$ cat src/rtl/uart_tx_block64_pkg.sv
// Shared types and constants for the PRESENT-loop UART block transmitter.
// Build option: define UART_TX_PARITY_EN to add an even-parity bit to every frame.
package uart_tx_block64_pkg;

`ifdef UART_TX_PARITY_EN
  typedef enum logic [2:0] {ST_IDLE, ST_START, ST_DATA, ST_PARITY, ST_STOP} tx_state_e;
  localparam int FRAME_BITS = 11;
`else
  typedef enum logic [1:0] {ST_IDLE, ST_START, ST_DATA, ST_STOP} tx_state_e;
  localparam int FRAME_BITS = 10;
`endif

  // Clock cycles per line bit, truncated.
  function automatic int calc_bps_cnt(input int clk_freq, input int uart_bps);
    return clk_freq / uart_bps;
  endfunction

endpackage

$ cat src/rtl/uart_tx_block64_byte_tx.sv
// Single-byte UART frame serializer (start, 8 data bits LSB-first, optional parity, stop).
// Build option: UART_TX_PARITY_EN inserts an even-parity bit before the stop bit.
module uart_byte_tx
  import uart_tx_block64_pkg::*;
#(
  parameter int BPS_CNT = 434
) (
  input  logic       sys_clk,
  input  logic       sys_rst,
  input  logic       i_start,
  input  logic [7:0] i_byte,
  input  logic       i_last,
  output logic       o_txd,
  output logic       o_byte_done,
  output logic       o_block_done
);

  localparam int BAUD_W = $clog2(BPS_CNT);
  localparam logic [BAUD_W-1:0] BAUD_LAST = BAUD_W'(BPS_CNT - 1);
  localparam logic [BAUD_W-1:0] BAUD_PRE  = BAUD_W'(BPS_CNT - 2);

  tx_state_e         r_state;
  logic [BAUD_W-1:0] r_baud_cnt;
  logic [2:0]        r_bit_cnt;
  logic [7:0]        r_shift;
  logic              r_txd;
  logic              r_byte_done;
  logic              r_block_done;
`ifdef UART_TX_PARITY_EN
  logic              r_parity;
`endif

  logic w_baud_end;
  assign w_baud_end = (r_baud_cnt == BAUD_LAST);

  // NOTE: every register in a clocked block is assigned with <= so all flops
  // update from the same pre-edge values, independent of statement order.
  always_ff @(posedge sys_clk) begin
    if (sys_rst) begin
      r_state      <= ST_IDLE;
      r_baud_cnt   <= '0;
      r_bit_cnt    <= '0;
      r_shift      <= '0;
      r_txd        <= 1'b1;
      r_byte_done  <= 1'b0;
      r_block_done <= 1'b0;
`ifdef UART_TX_PARITY_EN
      r_parity     <= 1'b0;
`endif
    end else begin
      r_byte_done  <= 1'b0;
      r_block_done <= 1'b0;
      if (r_state != ST_IDLE)
        r_baud_cnt <= w_baud_end ? '0 : r_baud_cnt + 1'b1;

      case (r_state)
        ST_IDLE: begin
          if (i_start) begin
            r_state <= ST_START;
            r_txd   <= 1'b0;
            r_shift <= i_byte;
`ifdef UART_TX_PARITY_EN
            r_parity <= ^i_byte;
`endif
          end
        end
        ST_START: begin
          if (w_baud_end) begin
            r_state   <= ST_DATA;
            r_txd     <= r_shift[0];
            r_shift   <= {1'b0, r_shift[7:1]};
            r_bit_cnt <= '0;
          end
        end
        ST_DATA: begin
          if (w_baud_end) begin
            if (r_bit_cnt == 3'd7) begin
`ifdef UART_TX_PARITY_EN
              r_state <= ST_PARITY;
              r_txd   <= r_parity;
`else
              r_state <= ST_STOP;
              r_txd   <= 1'b1;
`endif
            end else begin
              r_bit_cnt <= r_bit_cnt + 1'b1;
              r_txd     <= r_shift[0];
              r_shift   <= {1'b0, r_shift[7:1]};
            end
          end
        end
`ifdef UART_TX_PARITY_EN
        ST_PARITY: begin
          if (w_baud_end) begin
            r_state <= ST_STOP;
            r_txd   <= 1'b1;
          end
        end
`endif
        ST_STOP: begin
          // Done flags are set one cycle early so they are high in the final stop cycle.
          if (r_baud_cnt == BAUD_PRE) begin
            r_byte_done  <= 1'b1;
            r_block_done <= i_last;
          end
          if (w_baud_end) begin
            if (i_start) begin
              r_state <= ST_START;
              r_txd   <= 1'b0;
              r_shift <= i_byte;
`ifdef UART_TX_PARITY_EN
              r_parity <= ^i_byte;
`endif
            end else begin
              r_state <= ST_IDLE;
            end
          end
        end
        default: r_state <= ST_IDLE;
      endcase
    end
  end

  assign o_txd        = r_txd;
  assign o_byte_done  = r_byte_done;
  assign o_block_done = r_block_done;

endmodule

$ cat src/rtl/uart_tx_block64.sv
// Transmit stage of the PRESENT loop: sends the upper NUM_BYTES bytes of a 64-bit block, MSB byte first.
// Build option: UART_TX_PARITY_EN selects 8E1 frames instead of 8N1.
module uart_tx_block64
  import uart_tx_block64_pkg::*;
#(
  parameter int CLK_FREQ  = 50_000_000,
  parameter int UART_BPS  = 115200,
  parameter int NUM_BYTES = 8
) (
  input  logic        sys_clk,
  input  logic        sys_rst,
  input  logic        send_en,
  input  logic [63:0] send_data,
  output logic        tx_busy,
  output logic        tx_done,
  output logic        uart_txd
);

  localparam int BPS_CNT = calc_bps_cnt(CLK_FREQ, UART_BPS);
  localparam int CNT_W   = (NUM_BYTES > 1) ? $clog2(NUM_BYTES) : 1;
  localparam logic [CNT_W-1:0] LAST_BYTE = CNT_W'(NUM_BYTES - 1);

  generate
    if (BPS_CNT < 2) begin : g_bad_bps
      $error("uart_tx_block64: CLK_FREQ/UART_BPS must be at least 2");
    end
    if (NUM_BYTES < 1 || NUM_BYTES > 8) begin : g_bad_bytes
      $error("uart_tx_block64: NUM_BYTES must be in 1..8");
    end
  endgenerate

  logic             r_en_d0;
  logic             r_en_d1;
  logic             r_start_req;
  logic             r_busy;
  logic [CNT_W-1:0] r_byte_cnt;
  logic [63:0]      r_buf;

  logic       w_start_flag;
  logic       w_accept;
  logic       w_last_byte;
  logic       w_byte_done;
  logic       w_block_done;
  logic       w_next_byte;
  logic       w_byte_start;
  logic [7:0] w_byte_data;
  logic       w_txd;

  assign w_start_flag = r_en_d0 & ~r_en_d1;
  // A request arriving while a block is in flight is dropped, not queued.
  assign w_accept     = r_start_req & ~r_busy;
  assign w_last_byte  = (r_byte_cnt == LAST_BYTE);
  assign w_next_byte  = w_byte_done & ~w_last_byte;
  assign w_byte_start = w_accept | w_next_byte;
  assign w_byte_data  = w_accept ? send_data[63:56] : r_buf[63:56];

  always_ff @(posedge sys_clk) begin
    if (sys_rst) begin
      r_en_d0     <= 1'b0;
      r_en_d1     <= 1'b0;
      r_start_req <= 1'b0;
      r_busy      <= 1'b0;
      r_byte_cnt  <= '0;
    end else begin
      r_en_d0     <= send_en;
      r_en_d1     <= r_en_d0;
      r_start_req <= w_start_flag;
      if (w_accept) begin
        r_busy     <= 1'b1;
        r_byte_cnt <= '0;
      end else if (w_next_byte) begin
        r_byte_cnt <= r_byte_cnt + 1'b1;
      end else if (w_block_done) begin
        r_busy     <= 1'b0;
      end
    end
  end

  // NOTE: the block buffer is pure datapath and is always loaded before use,
  // so it carries no reset.
  always_ff @(posedge sys_clk) begin
    if (w_accept)
      r_buf <= {send_data[55:0], 8'h00};
    else if (w_next_byte)
      r_buf <= {r_buf[55:0], 8'h00};
  end

  uart_byte_tx #(
    .BPS_CNT (BPS_CNT)
  ) u_byte_tx (
    .sys_clk      (sys_clk),
    .sys_rst      (sys_rst),
    .i_start      (w_byte_start),
    .i_byte       (w_byte_data),
    .i_last       (w_last_byte),
    .o_txd        (w_txd),
    .o_byte_done  (w_byte_done),
    .o_block_done (w_block_done)
  );

  assign tx_busy  = r_busy;
  assign tx_done  = w_block_done;
  assign uart_txd = w_txd;

endmodule

$ cat config.mk
export PLATFORM = sky130hd
export DESIGN_NAME = uart_tx_block64
export DESIGN_NICKNAME = d
export VERILOG_FILES = /design/src/rtl/uart_tx_block64_pkg.sv /design/src/rtl/uart_tx_block64_byte_tx.sv /design/src/rtl/uart_tx_block64.sv
export SDC_FILE = /design/constraint.sdc
export NUM_CORES = 1
export LEC_CHECK = 0
export BUFFER_PORTS_ARGS = -buffer_cell sky130_fd_sc_hd__buf_2
export CORE_ASPECT_RATIO = 1.2
export CORE_UTILIZATION = 56
export DETAILED_ROUTE_END_ITERATION = 12
export GPL_TIMING_DRIVEN = 0
export PLACE_DENSITY = 0.87
export SKIP_LAST_GASP = 1
export SLEW_MARGIN = 40
export SYNTH_ARGS = -nofsm -noshare
export SYNTH_HDL_FRONTEND = slang
export SYNTH_HIERARCHICAL = 1
export SYNTH_SLANG_ARGS = --single-unit
export TNS_END_PERCENT = 100
$ cat constraint.sdc
create_clock -name sys_clk -period 4.15 [get_ports sys_clk]
set_input_delay 0.2075 -clock sys_clk [delete_from_list [all_inputs] [get_ports sys_clk]]
set_output_delay 0.2075 -clock sys_clk [all_outputs]
set_load 0.005 [all_outputs]
=== After elaboration in Yosys (flattened, before gate mapping) ===
Index checks and enable logic that the tools add are counted.

* Add/sub/neg operators: 3
* Reduce and logical (&&, ||, !) cells: 13
* Eq/ne operators: 14
* Bitwise gates (word level): 9
* Muxes and demuxes: 31

{| class="wikitable"
|+ Operators with widths
! cell !! count
|-
| two-way mux 64 bit || 2
|-
| two-way mux 8 bit || 6
|-
| one-hot mux 8 bit (4 select lines) || 1
|-
| == test 9 bit, second input constant || 2
|-
| two-way mux 1 bit || 10
|-
| two-way mux 2 bit || 5
|-
| != test 2 x 1 -> 1 bit, second input constant || 5
|-
| adder 9 x 1 -> 9 bit, second input constant || 1
|-
| two-way mux 3 bit || 3
|-
| two-way mux 9 bit || 1
|-
| one-hot mux 2 bit (4 select lines) || 1
|-
| AND reduction 4 bit || 2
|-
| nonzero test 2 bit || 4
|-
| adder 3 x 1 -> 3 bit, second input constant || 2
|-
| == test 3 bit, second input constant || 2
|-
| one-hot mux 3 bit (2 select lines) || 1
|-
| inverter 1 bit || 5
|-
| AND reduction 5 bit || 1
|-
| == test 2 bit, second input constant || 2
|-
| != test 2 bit, second input constant || 2
|-
| one-hot mux 1 bit (4 select lines) || 1
|-
| OR reduction 2 bit || 2
|-
| bitwise AND 1 bit || 3
|-
| AND reduction 3 bit || 1
|-
| 5 further kinds || 5
|}

* Logic and storage cells: 83
* Output and inout bits: 3
* Bits in registers: 88

=== Logic depth before layout (Yosys ltp) ===
* Depth after elaboration: 7
* Gate-level depth with buffers: 10

=== Cells and area by module ===
Netlist, hierarchy kept.

{| class="wikitable"
|+ By module, submodules not included
! module !! instances !! area an instance (µm²) !! cells each
|-
| uart_tx_block64 || 1 || 2768.9 || 153
|-
| uart_byte_tx || 1 || 1390.1 || 139
|}

=== Least setup slack after synthesis ===
OpenSTA, ideal clock, no wires.

* Path kind: register -> register
* Start point: reg r_byte_cnt[0]
* End point: reg u_byte_tx.r_shift[6]
* Period minus slack after synthesis: 3.614 ns
* Setup slack: 0.536 ns
* Cell stages (with the launch flop): 11
* Arrival: 3.523 ns
* Path buffers: 2
* Path through: dfxtp_1 > ha_1 > ha_1 > nor2b_1 > clkbuf_1 > or2_1 > inv_1 > a21boi_2 > buf_2 > a21oi_1 > a311oi_1

* Cells in the longest elaborated chain, start to end: 7

{| class="wikitable"
|+ RTL lines
! what !! RTL line !! RTL
|-
| start: declaration || uart_tx_block64.sv:36 || <nowiki>logic [CNT_W-1:0] r_byte_cnt;</nowiki>
|-
| start signal: assignment || uart_tx_block64.sv:72 || <nowiki>r_byte_cnt <= r_byte_cnt + 1'b1;</nowiki>
|-
| == test 3 bit * || uart_tx_block64.sv:52 || <nowiki>assign w_last_byte = (r_byte_cnt == LAST_BYTE);</nowiki>
|-
| via w_last_byte || uart_tx_block64.sv:41 || <nowiki>logic w_last_byte;</nowiki>
|-
| inverter 1 bit * || uart_tx_block64.sv:53 || <nowiki>assign w_next_byte = w_byte_done & ~w_last_byte;</nowiki>
|-
| bitwise AND 1 bit * || uart_tx_block64.sv:53 ||
|-
| bitwise OR 1 bit * || uart_tx_block64.sv:54 || <nowiki>assign w_byte_start = w_accept | w_next_byte;</nowiki>
|-
| via w_byte_start || uart_tx_block64.sv:45 || <nowiki>logic w_byte_start;</nowiki>
|-
| two-way mux 8 bit * || n/a ||
|-
| two-way mux 8 bit || n/a ||
|-
| one-hot mux 8 bit (4 select lines) * || n/a ||
|-
| end signal: assignment || uart_tx_block64_byte_tx.sv:71 || <nowiki>r_shift <= {1'b0, r_shift[7:1]};</nowiki>
|-
| end signal: assignment || uart_tx_block64_byte_tx.sv:88 || <nowiki>r_shift <= {1'b0, r_shift[7:1]};</nowiki>
|-
| end signal: assignment || uart_tx_block64_byte_tx.sv:110 || <nowiki>r_shift <= i_byte;</nowiki>
|-
| end: declaration || uart_tx_block64_byte_tx.sv:25 || <nowiki>logic [7:0] r_shift;</nowiki>
|}

The timed path passes the listed nets; every way through them passes the cells marked *. The select of a mux whose other input is x is not followed.
A chain may end at the register's enable or synchronous reset.

=== Final worst setup path ===
Same ends and word-level chain as after synthesis.

==> reports/qor.txt <==
Status: finished, final reports clean
CP endpoint: u_byte_tx/r_shift[6]
Global-route layer with the greatest usage: met2
Worst slew pin tran: 0.463 ns
CP startpoint kind: register
Peak supply drop: 0.000239 V
FILL cells: 538
Most area-consuming cells after synthesis: edfxtp_1, dfxtp_1, mux2_2
Initial antenna violation count: 0
Endpoints failing setup: 0
Number of cells on the worst hold path: 2
Gp weighted congestion: 0.825
Max-Cap Viols: 0
Fmax: 0.354 GHz
Post-synthesis cell area: 0.00416 mm^2
Longest Clk Path Bufs: 2
Post-Syn Nets: 371
Clock root cell: clkbuf_8
Clock skew: 0.0116 ns
Die Y: 96.4 um
Buf/Inv on CP: 3
Max-slew violations: 0
Final period utilization: 68.1%
CP max-delay cell: or2_4
CP Data Arrival Time: 3.10 ns
Crit path required time: 4.42 ns
Crit path kind: register to register
Fin crit period: 2.83 ns
DRT iter0 DRCs: 99
Post-Synthesis Cells: 292
RSZ-0062 raised after global routing: no
Largest fanout on the critical path: 28
Synth area leader: edfxtp_1
Final nets: 452
Worst path max stage delay: 0.44 ns
H-tree depth: 3
Top delay family on crit path: buffers and inverters
Antenna cells: 0
Total leakage power: 1.87 nW
M2 GR Usage: 34.0%
Clk pin slew, worst setup/hold paths: 0.09 ns
Routed WL per cell: 15.1 um
Yosys warns: 6
Worst reg2reg startpoint: r_byte_cnt[0]
Syn Area/Cell: 14.2 um^2
FF-to-FF End: u_byte_tx/r_shift[6]
Slew margin rel.: 69.1%
Post-route insts no fill: 468
Grt met3 use: 6.48%
Initial cell density of the core: 57.5%
Clock sinks: 88
Postcts setup bufs: 0
Design Area, Final: 0.00484 mm^2
Post-synth EDFFs: 56
Sequential area share after synthesis: 55.8%
Top-area cell type share of the netlist area: 40.4%
Post-CTS Hold Buffers: 0
DRT Wirelength: 7060 um
DR vias: 2541
Die ar.: 0.00778 mm^2
First-pass GRT wire length: 11300 um
Flop2flop setup slack: 1.32 ns
DP Cell Count: 452
Hold Vio Cnt, Final: 0
Largest net degree at the start of global routing: 32
Via density: 5.43
Worst path depth: 10
Congestion Overflow GR: 0
Overall Global Routing Usage: 19.8%
Met1 GRT Util: 21.7%
# DRC: 0
Post-DP HPWL: 5110 um
Post-synthesis cell type count: 48
#FFs+latches synth: 88
HP Class: primary input to register
Async SR Flop Fraction: 0%
Post-CTS sizing: 0
Hold slack: 0.0632 ns
Most used cell, CP: ha_1
Core region area: 0.00723 mm^2
Placed cell areas: 0.00464 mm^2
Port bufs: 69
Share of cells above drive strength 1: 45.0%
Crit path from: r_byte_cnt[0]
Die W: 80.7 um
Worst Setup End Kind: register
Number of global-route vias before repair: 2594
Predominant post-synthesis flop cell: edfxtp_1
Routed Antenna Nets: 0
DR pass1 iterations: 4
Reg2Reg Depth: 10
FP Rows: 34
Boundary Pins: 70
Total power: 2.08 mW
CTS tree: done
TritonCTS Buffers: 9
Crit path cell chain: ha_1 -> ha_1 -> nor2b_1 -> clkbuf_1 -> or2_4 -> inv_1 -> a21boi_2 -> buf_2 -> a21oi_1 -> a311oi_1
Power Density: 429 mW/mm^2
Clock latency on the worst-skew pair: 0.36 ns
Syn-to-layout area delta: 16.4%
routing by layer:
layer / vias up / routed length (um)
met4: 0 / 210
met2: 64 / 3480
met3: 17 / 440
li1: 1240 / -
met1: 1220 / 2930
met5: - / 0
final cells by class:
cell class,instances,area (um^2),area share (%)
inverters,7,26.3,0.543
multi-input cells,181,1670,34.6
clock inverters,7,78.8,1.63
clock buffers,9,124,2.56
well taps,90,113,2.33
repair buffers,70,365,7.55
plain buffers,16,139,2.87
flip-flops and latches,88,2320,48.0
synthesized netlist by cell type, types with 2 or more instances:
cell type	count
nand2_1	6
and2_1	9
buf_8	2
nor3_1	4
mux2_4	18
buf_6	3
buf_4	4
nand4b_1	4
xor2_1	3
dfxtp_1	32
mux2i_1	12
mux2_2	38
inv_1	6
clkbuf_1	4
nor2_1	21
a22oi_1	2
edfxtp_1	56
ha_1	12
a21oi_2	2
a311oi_2	6
xnor2_1	6
nor2b_1	6
buf_2	2
nand2b_1	3
a21oi_1	8
per-stage QoR:
step / setup TNS, ns / setup WS, ns / utilization [%]
global route: 0 / 1.11 / 67.0
CTS: 0 / 1.32 / 67.0
floorplan: 0 / 0.536 / -
detailed placement: 0 / 1.33 / 64.2
global placement: -1.02 / -0.252 / 63.8
finish: 0 / 1.32 / 67.0
worst min path at each step:
| stage | slack [ns] | from | endpoint |
|---|---|---|---|
| finish | 0.06 | send_en | r_en_d0 |
| floorplan | 0.28 | sys_rst | r_en_d0 |
| CTS | 0.05 | send_en | r_en_d0 |
| global placement | 0.37 | r_en_d1 | r_start_req |
| global route | 0.08 | send_en | r_en_d0 |
| detailed placement | 0.39 | r_en_d1 | r_start_req |
power breakdown:
group	switching [mW]	internal (mW)	leakage, nW
logic	0.235	0.230	0.977
registers	0.0300	0.982	0.786
clock network	0.314	0.285	0.104
total	0.579	1.50	1.87
layout by cell type (no fill, tap or decap), types with 2 or more instances in the layout:
cell,count
inv_6,2
nand2b_1,3
mux2_4,18
xor2_1,3
nand4b_1,4
a21oi_2,2
and2_1,9
dfxtp_1,32
a21oi_1,8
clkinv_4,3
nand2_1,6
nor3_1,4
nor2b_1,6
ha_1,12
a311oi_2,6
buf_12,2
buf_2,71
buf_4,4
nor2_1,21
mux2i_1,12
buf_8,2
xnor2_1,6
clkbuf_1,4
edfxtp_1,56
inv_1,6
buf_6,3
a22oi_1,2
clkbuf_8,9
mux2_2,38
logic make-up (layout without fill, tap and decap cells):
| family | count (synthesis) | count (layout) | share of synthesized area, % |
|---|---|---|---|
| adders and majority gates | 12 | 12 | 3.61 |
| and+or+nand+nor | 61 | 61 | 7.94 |
| DFF | 88 | 88 | 55.8 |
| xor gates and xnor gates | 9 | 9 | 1.90 |
| muxes | 68 | 68 | 19.7 |
| AOI/OAI and AO/OA | 31 | 31 | 7.07 |
| buffers and inverters | 23 | 109 | 3.97 |
sequential cells by signal, summed over array words and instances, names as in the netlist:
| signal | cells |
|---|---|
| r_buf | 56 |
| u_byte_tx/r_baud_cnt | 9 |
| u_byte_tx/r_shift | 8 |
| r_byte_cnt | 3 |
| u_byte_tx/r_bit_cnt | 3 |
| u_byte_tx/r_state | 2 |
| r_en_d0 | 1 |
| r_en_d1 | 1 |
| r_start_req | 1 |
| tx_busy | 1 |
| u_byte_tx/o_block_done | 1 |
| u_byte_tx/o_byte_done | 1 |
| u_byte_tx/o_txd | 1 |
Note: power is estimated with default switching activity, not from simulation.
